==> src/rtl/ram_cmd_ctrl.sv <==
// Command front-end for a single-port read-first RAM: clears the array after
// reset, then serialises valid/ready read/write commands into one response each.
module ram_cmd_ctrl #(
   parameter int                   addressWidth = 5,
   parameter int                   dataWidth    = 32,
   parameter logic [dataWidth-1:0] CLEAR_VALUE  = '0
) (
   input  logic                    clk,
   input  logic                    rst,
   input  logic                    cmd_valid,
   output logic                    cmd_ready,
   input  logic                    cmd_we,
   input  logic [addressWidth-1:0] cmd_addr,
   input  logic [dataWidth-1:0]    cmd_wdata,
   output logic                    rsp_valid,
   input  logic                    rsp_ready,
   output logic [dataWidth-1:0]    rsp_data,
   output logic [addressWidth-1:0] rsp_addr,
   output logic                    rsp_we,
   output logic                    init_done,
   output logic                    ram_en,
   output logic                    ram_we,
   output logic [addressWidth-1:0] ram_address,
   output logic [dataWidth-1:0]    ram_din,
   input  logic [dataWidth-1:0]    ram_dout
);

   typedef enum logic [1:0] {
      S_CLEAR,
      S_IDLE,
      S_CAPT,
      S_RESP
   } state_t;

   state_t                  state_q, state_d;
   logic [addressWidth-1:0] clr_cnt_q, clr_cnt_d;
   logic                    rsp_valid_q, rsp_valid_d;
   logic [dataWidth-1:0]    rsp_data_q, rsp_data_d;
   logic [addressWidth-1:0] rsp_addr_q, rsp_addr_d;
   logic                    rsp_we_q, rsp_we_d;
   logic                    init_done_q, init_done_d;
   logic [addressWidth-1:0] lat_addr_q, lat_addr_d;
   logic                    lat_we_q, lat_we_d;
   logic                    ram_en_c, ram_we_c;

   // NOTE: every signal written here gets a default first, so no path leaves
   // it unassigned and no latch is inferred.
   always_comb begin
      state_d     = state_q;
      clr_cnt_d   = clr_cnt_q;
      rsp_valid_d = rsp_valid_q;
      rsp_data_d  = rsp_data_q;
      rsp_addr_d  = rsp_addr_q;
      rsp_we_d    = rsp_we_q;
      init_done_d = init_done_q;
      lat_addr_d  = lat_addr_q;
      lat_we_d    = lat_we_q;
      cmd_ready   = 1'b0;
      ram_en_c    = 1'b0;
      ram_we_c    = 1'b0;
      ram_address = '0;
      ram_din     = '0;

      case (state_q)
         S_CLEAR: begin
            ram_en_c    = 1'b1;
            ram_we_c    = 1'b1;
            ram_address = clr_cnt_q;
            ram_din     = CLEAR_VALUE;
            clr_cnt_d   = clr_cnt_q + addressWidth'(1);
            if (&clr_cnt_q) begin
               state_d     = S_IDLE;
               init_done_d = 1'b1;
            end
         end
         S_IDLE: cmd_ready = 1'b1;
         S_CAPT: begin
            rsp_valid_d = 1'b1;
            rsp_data_d  = ram_dout;
            rsp_addr_d  = lat_addr_q;
            rsp_we_d    = lat_we_q;
            state_d     = S_RESP;
         end
         S_RESP: begin
            cmd_ready = rsp_ready;
            if (rsp_ready) begin
               rsp_valid_d = 1'b0;
               state_d     = S_IDLE;
            end
         end
         default: state_d = S_CLEAR;
      endcase

      // An accepted command overrides the IDLE/RESP defaults above.
      if (cmd_valid && cmd_ready) begin
         ram_en_c    = 1'b1;
         ram_we_c    = cmd_we;
         ram_address = cmd_addr;
         ram_din     = cmd_wdata;
         lat_addr_d  = cmd_addr;
         lat_we_d    = cmd_we;
         state_d     = S_CAPT;
      end
   end

   // Reset holds the state at CLEAR, so the RAM strobes are gated explicitly.
   assign ram_en = ram_en_c & ~rst;
   assign ram_we = ram_we_c & ~rst;

   // NOTE: state registers use non-blocking assignments so every flop samples
   // the pre-edge values regardless of statement order.
   always_ff @(posedge clk or posedge rst) begin
      if (rst) begin
         state_q     <= S_CLEAR;
         clr_cnt_q   <= '0;
         rsp_valid_q <= 1'b0;
         rsp_data_q  <= '0;
         rsp_addr_q  <= '0;
         rsp_we_q    <= 1'b0;
         init_done_q <= 1'b0;
         lat_addr_q  <= '0;
         lat_we_q    <= 1'b0;
      end else begin
         state_q     <= state_d;
         clr_cnt_q   <= clr_cnt_d;
         rsp_valid_q <= rsp_valid_d;
         rsp_data_q  <= rsp_data_d;
         rsp_addr_q  <= rsp_addr_d;
         rsp_we_q    <= rsp_we_d;
         init_done_q <= init_done_d;
         lat_addr_q  <= lat_addr_d;
         lat_we_q    <= lat_we_d;
      end
   end

   assign rsp_valid = rsp_valid_q;
   assign rsp_data  = rsp_data_q;
   assign rsp_addr  = rsp_addr_q;
   assign rsp_we    = rsp_we_q;
   assign init_done = init_done_q;

endmodule

==> config.mk <==
export PLATFORM = sky130hd
export DESIGN_NAME = ram_cmd_ctrl
export DESIGN_NICKNAME = d
export VERILOG_FILES = /design/src/rtl/ram_cmd_ctrl.sv
export SDC_FILE = /design/constraint.sdc
export NUM_CORES = 1
export LEC_CHECK = 0
export ABC_AREA = 1
export CAP_MARGIN = 20
export CORE_MARGIN = 1.5
export CORE_UTILIZATION = 42
export CTS_CLUSTER_DIAMETER = 40
export CTS_CLUSTER_SIZE = 28
export DETAILED_ROUTE_END_ITERATION = 6
export HOLD_SLACK_MARGIN = 0.15
export PLACE_DENSITY_LB_ADDON = 0.1
export SLEW_MARGIN = 0
export SYNTH_ARGS = -nofsm -noshare
export SYNTH_HDL_FRONTEND = slang
export SYNTH_SLANG_ARGS = --single-unit
==> constraint.sdc <==
create_clock -name clk -period 4.9 [get_ports clk]
set_input_delay 0.49 -clock clk [delete_from_list [all_inputs] [get_ports clk]]
set_output_delay 0.49 -clock clk [all_outputs]
set_load 0.01 [all_outputs]
; Word-level counts from Yosys, hierarchy flattened
; Cells that the tools add are included.
[classes]
n_reduce_logical = 8
bitwise = 3
add_sub_neg = 1
n_mux = 13
n_eq_ne = 6
[ops]
columns = operator, count
row1 = 32-bit two-way mux, 1
row2 = 5-bit two-way mux, 2
row3 = 2-bit two-way mux, 3
row4 = 3-bit inequality test (second input constant), 2
row5 = 2-bit one-hot mux with 3 select lines, 1
row6 = 6-bit AND reduction, 1
row7 = 5-bit by 1-bit adder with 5-bit output (second input constant), 1
row8 = 5-bit AND reduction, 1
row9 = 2-bit == test (second input constant), 2
row10 = 1-bit two-way mux, 4
row11 = 1-bit one-hot mux with 2 select lines, 2
row12 = 4-bit nonzero test, 1
row13 = 3-bit AND reduction, 1
row14 = 1-bit AND, 2
row15 = 2-bit by 1-bit == test with 1-bit output (second input constant), 1
row16 = 2-bit logical NOT, 1
row17 = 2-bit inequality test (second input constant), 1
row18 = 2-bit AND reduction, 1
row19 = 2-bit nonzero test, 1
row20 = 1-bit logical AND, 1
row21 = 1-bit inverter, 1
[word_totals]
output_inout_bits = 80
reg_bits = 53
elab_cells = 40
in_bits = 74

; Logic depth before layout (Yosys ltp)
; Gate-level depths: netlist (run 1).
[depth]
depth_word = 5
depth_mapped = 9
ltp_nobuf = 8

; Least setup slack after synthesis (run 1)
; No wires, ideal clock.
[synth_path]
kind = input -> output
startpoint = in rst
endpoint = out ram_we
stages = 3
setup_slack_ns = 2.414
arrival_ns = 1.996
required_ns = 4.410
path_buffers = 0
cell_sequence = inv_1 nand2_1 nor2_1
[synth_between]
elab_chain_cells = 2
[synth_rtl]
columns = item, line
row1 = from (decl), 9  ; input logic rst,
row2 = 1-bit inverter, 108  ; assign ram_we = ram_we_c & ~rst;
row3 = 1-bit AND, 108
row4 = to (decl), 22  ; output logic ram_we,
; Every way passes these cells.

; Worst setup path after layout (run 1)
[layout_path]
startpoint = reg state_q[1]
endpoint = out ram_din[12]
[layout_between]
elab_chain_cells = 4
word_cells_on_any_way = 5
classes_between = 2 x eq/ne / 2 x mux / 1 x reduce/logical
[layout_rtl]
columns = item, line
row1 = from (decl), 35  ; state_t state_q, state_d;
row2 = from (signal assigned), 124  ; state_q <= state_d;
row3 = 2-bit == test or 2-bit by 1-bit == test with 1-bit output (tied branches), 64  ; case (state_q)
row4 = 1-bit one-hot mux with 2 select lines *, 64
row5 = 1-bit logical AND *, 95  ; if (cmd_valid && cmd_ready) begin
row6 = 32-bit two-way mux *, 95
row7 = to (decl), 24  ; output logic [dataWidth-1:0] ram_din,
; Mark *: on every way between the ends. The rest lies on a longest branch, timed or not.

==> summary.md, run 1 <==
| Metric | Value |
|---|---|
| Status | finished, final reports clean |
| Max Cap Viol | 0 |
| Critical-path cell list | ha_1, nand2_2, nand2_4, nand2_4, buf_4, nor2_4, clkdlybuf4s50_1 |
| Synth Instances | 321 |
| Setup ws final | 1.778 ns |
| Crit-path leading delay family | buffers and inverters |
| Seq pwr share | 0.339 |
| Clk network pwr share | 0.108 |
| Post-Syn Area | 0.002730 mm2 |
| Relative slew margins | 0.5615 |
| Type of origin of the critical path | flip-flop |
| DP HPWL | 4866 um |
| Bufs and invs on worst path | 2 |
| Worst Tran Pin Value | 0.6568 ns |
| Nets@finish | 550 |
| Mux contribution to synthesized area | 0 |
| Prevailing post-synth register cell | dfrtp_1 |
| Worst hold slack | 0.4740 ns |
| Fillers | 549 |
| Internal power | 1.379 mW |
| Ports | 154 |
| Synth area leaders | dfrtp_1 (49%), nand2_1 (20%), nor2_4 (12%) |
| Core Area | 0.006314 mm2 |
| Initial DRC Count | 112 |
| Final setup viols | 0 |
| Max Fclk | 320.3 MHz |
| Netlist cell types | 21 |
| Clock Sinks | 53 |
| Simple-Gate Fraction of Synth Area | 0.3643 |
| Vias per cell | 4.380 |
| CTS root buf | clkbuf_8 |
| Die H | 83.63 um |
| Max stage delay cell, worst path | buf_4 |
| Minimum clock period | 3.122 ns |
| Net Count, Synth | 401 |
| Max incr delay on CP | 0.53 ns |
| Cell mode on critical path | nand2_4 |
| RSZ-0062 raised after global routing | no |
| Peak VDD IR | 0.3969 mV |
| Cell area power density | 518.8 mW/mm2 |
| Total Routed Length | 6547 um |
| Via count | 2396 |
| Layout cell share with drive strength beyond 1 | 0.09574 |
| Post-CTS Setup Bufs | 0 |
| Setup TNS | 0 ns |
| Largest family of logic cells by synthesized area | simple AND/OR/NAND/NOR gates |
| Post-CTS resize count | 0 |
| DR WL/cell | 11.97 um |
| Vias in the first global route | 2398 |
| Max-slew violation count | 0 |
| Pre-CTS setup slack | 1.785 ns |
| Placer Congestion | 0.7355 |
| Post-synthesis adder-cell area fraction | 0.02750 |
| Crit. Startpoint | state_q[1] |
| Tot GR Track Use | 0.1957 |
| Comb pwr share | 0.552 |
| Port Buffers | 153 |
| EDFF count, synth | 0 |
| N_diodes | 0 |
| Worst-Skew Late Latency | 0.30 ns |
| Clock Pin Slew Worst Setup and Hold Paths | 0.09 ns |
| Initial antenna violation count | 0 |
| YS warnings | 0 |
| Post-synthesis compound-gate area fraction | 0.008249 |
| DRT antenna net count | 0 |
| Setup crit end kind | output pin |
| Most frequent cells in the layout | clkdlybuf4s50_1 (153), nand2_1 (145), dfrtp_1 (53), inv_1 (43), nor2_4 (30) |
| Final period util | 0.6372 |
| Starting Density | 0.4324 |
| WP data arrival | 2.63 ns |
| Syn-to-layout area delta | 59.49% |
| Grt ovf | 0 |
| R2r startpoint | state_q[1] |
| Worst EP required | 4.41 ns |
| Maximum number of pins on one net before global-route repair | 54 |
| First-pass DRT Iterations | 4 |
| # DRC | 0 |
| CTS tree | done |
| Synth Area per Inst | 8.505 um2 |
| CTS H-Tree Depth | 2 |
| First-pass GRT wire length | 11320 um |
| CP Class | flip-flop to output pin |
| Sw frac | 0.3897 |
| Sequential share of the synthesized area | 0.4858 |
| Fin. Hold Viols | 0 |
| Share of the synthesized area in the top cell type | 0.4858 |
| Pleak | 2.135 nW |
| Synth area leader | dfrtp_1 |
| HP Class | flip-flop to flip-flop |
| Die width | 83.63 um |
| Die area | 0.006993 mm2 |
| Hold_buf cts | 0 |
| Critical path fanouts, max | 32 |
| Row Count | 29 |
| Total CTS buffers | 5 |
| Psw | 880.3 uW |
| Ys async rst share | 1.000 |
| Clock Skew | 0.006262 ns |
| Commonest non-fill, non-tap cell in the layout | clkdlybuf4s50_1 |
| Synth Register Bits | 53 |
| Max clock buf depth | 2 |
| XOR/XNOR Fraction of Synth Area | 0.009624 |
| Hold Path Origin | rsp_data[16] |
power by group through the flow:
| stage | registers (mW) | logic (mW) | clock network (mW) |
|---|---|---|---|
| 2_1_floorplan | 0.833 | 0.614 | 0 |
| 3_3_place_gp | 0.769 | 1.24 | 0 |
| 3_5_place_dp | 0.772 | 1.26 | 0 |
| 4_1_cts | 0.767 | 1.27 | 0.256 |
| 5_1_grt | 0.796 | 1.38 | 0.272 |
| 6_report | 0.766 | 1.25 | 0.244 |
worst paths after layout:
kind | end | slack, ns | depth (start not counted)
max reg2reg | lat_addr_q[0] | 3.07 | 7
min | rsp_data[16] | 0.47 | 2
min in group asynchronous | lat_addr_q[3] | 0.74 | 3
min reg2reg | rsp_data[16] | 0.47 | 2
max in group asynchronous | clr_cnt_q[0] | 3.71 | 3
max | ram_din[12] | 1.78 | 7
metrics by stage:
stage | utilization | total power [mW] | instance area (um2) | cells
finish | 0.6897 | 2.259 | 4354 | 547
global route | 0.6897 | 2.444 | 4354 | 547
CTS | 0.6897 | 2.290 | 4354 | 547
detailed placement | 0.6754 | 2.036 | 4264 | 540
global placement | 0.6754 | 2.011 | 4264 | 540
floorplan | - | 1.447 | 2730 | 321
cell families (layout without fill, tap and decap cells):
| kind of cell | Yosys count | after routing |
|---|---|---|
| buf+inv | 59 | 208 |
| fa+ha+maj | 6 | 6 |
| compound gates | 4 | 4 |
| flops | 53 | 53 |
| xor+xnor | 3 | 3 |
| simple gates | 196 | 196 |
routing by layer:
| layer | GRT usage | routed length (um) | vias to the layer above |
|---|---|---|---|
| met4 | 0.04620 | 119 | 0 |
| met5 | 0 | 0 | - |
| met2 | 0.3350 | 3247 | 77 |
| met3 | 0.04649 | 379 | 11 |
| li1 | - | - | 1221 |
| met1 | 0.2514 | 2801 | 1087 |
cells in the mapped netlist (2+ instances only):
cell and instances:
nor2_1 7, o21ai_0 2, buf_12 3, dfrtp_1 53, nand2_4 2, inv_1 44, ha_1 6, nand3_1 9
xor2_1 2, buf_2 6, nor2_4 30, clkbuf_1 4, nand2_1 145
cell type report:
type | instances | area, um2 | area share
inverter | 45 | 168.9 | 0.03879
clock inverter | 1 | 7.507 | 0.001724
multi-input combinational | 209 | 1119 | 0.2569
timing repair buffer | 156 | 1554 | 0.3569
sequential | 53 | 1326 | 0.3046
tap | 77 | 96.34 | 0.02213
clock buffer | 6 | 82.58 | 0.01897
flip-flops by register name, indices dropped and copies added (netlist names), 2 cells and up:
register / count
lat_addr_q: 5
state_q: 2
rsp_addr: 5
rsp_data: 32
clr_cnt_q: 5
worst reg2reg max path: cells and delay by family, from the launching register on:
| family | cells | cell delay (ns) |
|---|---|---|
| AND/OR/NAND/NOR | 5 | 0.81 |
| adder cells (fa/ha/maj) | 1 | 0.24 |
| buffers and inverters | 1 | 0.27 |
| flip-flops | 1 | 0.42 |
(Power assumes the default switching activity.)
==> inputs of run 2 (changes only) <==
--- a/config.mk
+++ b/config.mk
@@ -8,7 +8,7 @@
 export ABC_AREA = 1
 export CAP_MARGIN = 20
 export CORE_MARGIN = 1.5
-export CORE_UTILIZATION = 42
+export CORE_UTILIZATION = 35
 export CTS_CLUSTER_DIAMETER = 40
 export CTS_CLUSTER_SIZE = 28
 export DETAILED_ROUTE_END_ITERATION = 6
==> constraint.sdc (replaced) <==
create_clock -name clk -period 2.7 [get_ports clk]
set_input_delay 0.27 -clock clk [delete_from_list [all_inputs] [get_ports clk]]
set_output_delay 0.27 -clock clk [all_outputs]
set_load 0.01 [all_outputs]
==> run 2 against run 1 <==
Against the previous run: register-to-register slack worse by 2.0 ns; setup slack lost 1.5 ns; non-clock buffer count grew 1; global-route usage is 2.6 points lower; combinational power rose by 84%; sequential cell count is the same; critical path depth did not move; critical path type unchanged; largest power group unchanged; highest routed layer unchanged.
==> summary.md, run 2 (synthesis results as in run 1) <==
| Metric | Value |
|---|---|
| # DRC | 0 (unchanged) |
| Initial antenna violation count | 0 (unchanged) |
| Type of origin of the critical path | flip-flop |
| Tot GR Track Use | 0.1700 (-0.02577) |
| DR WL/cell | 11.68 um (-2.4%) |
| Die width | 91.32 um (+9.2%) |
| Clock Pin Slew Worst Setup and Hold Paths | 0.10 ns (about the same) |
| DP HPWL | 4886 um (+0.41%) |
| Worst Tran Pin Value | 0.7044 ns (+0.04759 ns) |
| Pleak | 2.149 nW (+0.69%) |
| Clock Skew | 0.008635 ns (+0.002374 ns) |
| Final period util | 0.9120 |
| Max reg flops | 32 (unchanged) |
| WP data arrival | 2.19 ns (-0.44 ns) |
| RSZ-0062 raised after global routing | no |
| Total CTS buffers | 5 (unchanged) |
| Vias per cell | 4.188 (-4.4%) |
| Die area | 0.008339 mm2 (+19%) |
| Max clock buf depth | 2 (unchanged) |
| Port Buffers | 153 (unchanged) |
| Post-CTS resize count | 0 (unchanged) |
| Starting Density | 0.3570 (-0.07542) |
| Syn-to-layout area delta | 62.65% |
| Critical path fanouts, max | 28 (-13%) |
| Pre-CTS setup slack | 0.3973 ns (-1.388 ns) |
| Setup crit end kind | output pin |
| CP Class | flip-flop to output pin |
| First-pass GRT wire length | 11450 um (+1.2%) |
| First-pass DRT Iterations | 4 (unchanged) |
| Nets@finish | 551 (+0.18%) |
| HP Class | flip-flop to flip-flop |
| Most frequent cells in the layout | clkdlybuf4s50_1 (153), nand2_1 (145), dfrtp_1 (53), inv_1 (42), nor2_4 (30) |
| Row Count | 32 (+10%) |
| Initial DRC Count | 129 (+15%) |
| Final setup viols | 0 (unchanged) |
| Post-CTS Setup Bufs | 0 (unchanged) |
| CTS H-Tree Depth | 2 (unchanged) |
| Status | finished, final reports clean |
| Cell area power density | 954.8 mW/mm2 (+84%) |
| Worst-Skew Late Latency | 0.31 ns (about the same) |
| Hold Path Origin | rsp_data[24] |
| Grt ovf | 0 (unchanged) |
| Hold_buf cts | 0 (unchanged) |
| CTS root buf | clkbuf_8 |
| Minimum clock period | 2.462 ns |
| Max Fclk | 406.1 MHz |
| Power, Total | 4.240 mW (+88%) |
| Max Cap Viol | 0 (unchanged) |
| Commonest non-fill, non-tap cell in the layout | clkdlybuf4s50_1 |
| Max-slew violation count | 0 (unchanged) |
| Maximum number of pins on one net before global-route repair | 54 (unchanged) |
| Setup ws final | 0.2377 ns (-1.540 ns) |
| Placer Congestion | 0.7711 (+4.8%) |
| Clock Sinks | 53 (unchanged) |
| Crit. Startpoint | state_q[0] |
| Fin. Hold Viols | 0 (unchanged) |
| Core Area | 0.007647 mm2 (+21%) |
| Worst EP required | 2.43 ns (-1.98 ns) |
| Ports | 154 (unchanged) |
| Relative slew margins | 0.5297 (-0.03178) |
| Total Routed Length | 6704 um (+2.4%) |
| Layout cell share with drive strength beyond 1 | 0.1017 (+0.005950) |
| Vias in the first global route | 2394 (-0.17%) |
| DRT antenna net count | 0 (unchanged) |
| N_diodes | 0 (unchanged) |
| Via count | 2404 (+0.33%) |
| Setup TNS | 0 ns (unchanged) |
| R2r startpoint | state_q[0] |
| Peak VDD IR | 0.4187 mV (+5.5%) |
| CTS tree | done |
| Die H | 91.32 um (+9.2%) |
==> run 2: cell types whose count changed in the layout (fill, tap and decap cells not counted), sizes merged <==
cell,delta
clkinv,+1
bufinv,+1
clkbuf,-1
buf,+1
==> run 2: area by class of cell <==
cell class | count | area, um2
inverters | 45 | 172.7
flip-flops and latches | 53 | 1326
clock buffers | 5 | 68.82
multi-input cells | 209 | 1127
fillers | 692 | 3207
clock inverters | 3 | 43.79
well taps | 102 | 127.6
repair buffers | 157 | 1574
==> run 2: metrics by stage <==
step / util / hold WS [ns] / std cells / cell area, um2
2_1_floorplan: - / 0.3867 / 321 / 2730
3_3_place_gp: 0.5643 / 0.4500 / 566 / 4315
3_5_place_dp: 0.5643 / 0.4509 / 566 / 4315
4_1_cts: 0.5790 / 0.4809 / 574 / 4428
5_1_grt: 0.5807 / 0.4881 / 574 / 4441
6_report: 0.5807 / 0.4765 / 574 / 4441
==> run 2: final timing paths <==
kind                           endpoint  slack [ns]  cells past startpoint
hold reg to reg            rsp_data[24]        0.48                      2
max in group asynchronous  rsp_data[22]        1.74                      3
min in group asynchronous        rsp_we        0.50                      3
setup / recovery            ram_din[27]        0.24                      7
hold / removal             rsp_data[24]        0.48                      2
setup reg to reg             state_q[1]        1.03                      7
==> run 2: critical path, stage by stage, from the launching register on <==
cell	delay (ns)
dfrtp_1	0.42
ha_1	0.25
nand2_2	0.11
nand2_4	0.07
nand2_8	0.15
buf_12	0.33
nor2_4	0.04
clkdlybuf4s50_1	0.48
==> run 2: power breakdown <==
group          internal, mW  total [mW]  switching [mW]
combinational          1.15        2.30            1.15
sequential             1.17        1.39           0.222
clock                 0.278       0.544           0.266
==> run 2: per-layer routing <==
metal  vias up  track usage  share of wire
li1       1226            -              -
met1      1089       0.2228           0.44
met2        82       0.2786           0.47
met3         7      0.04355          0.070
met4         0      0.04427          0.011
met5         -            0              0
==> inputs of run 3 (changes only) <==
--- a/config.mk
+++ b/config.mk
@@ -10,7 +10,7 @@
 export CORE_MARGIN = 1.5
 export CORE_UTILIZATION = 35
 export CTS_CLUSTER_DIAMETER = 40
-export CTS_CLUSTER_SIZE = 28
+export CTS_CLUSTER_SIZE = 30
 export DETAILED_ROUTE_END_ITERATION = 6
 export HOLD_SLACK_MARGIN = 0.15
 export PLACE_DENSITY_LB_ADDON = 0.1
==> results of run 3 <==
The final DEF is identical to that of run 2; final timing and power are the same.
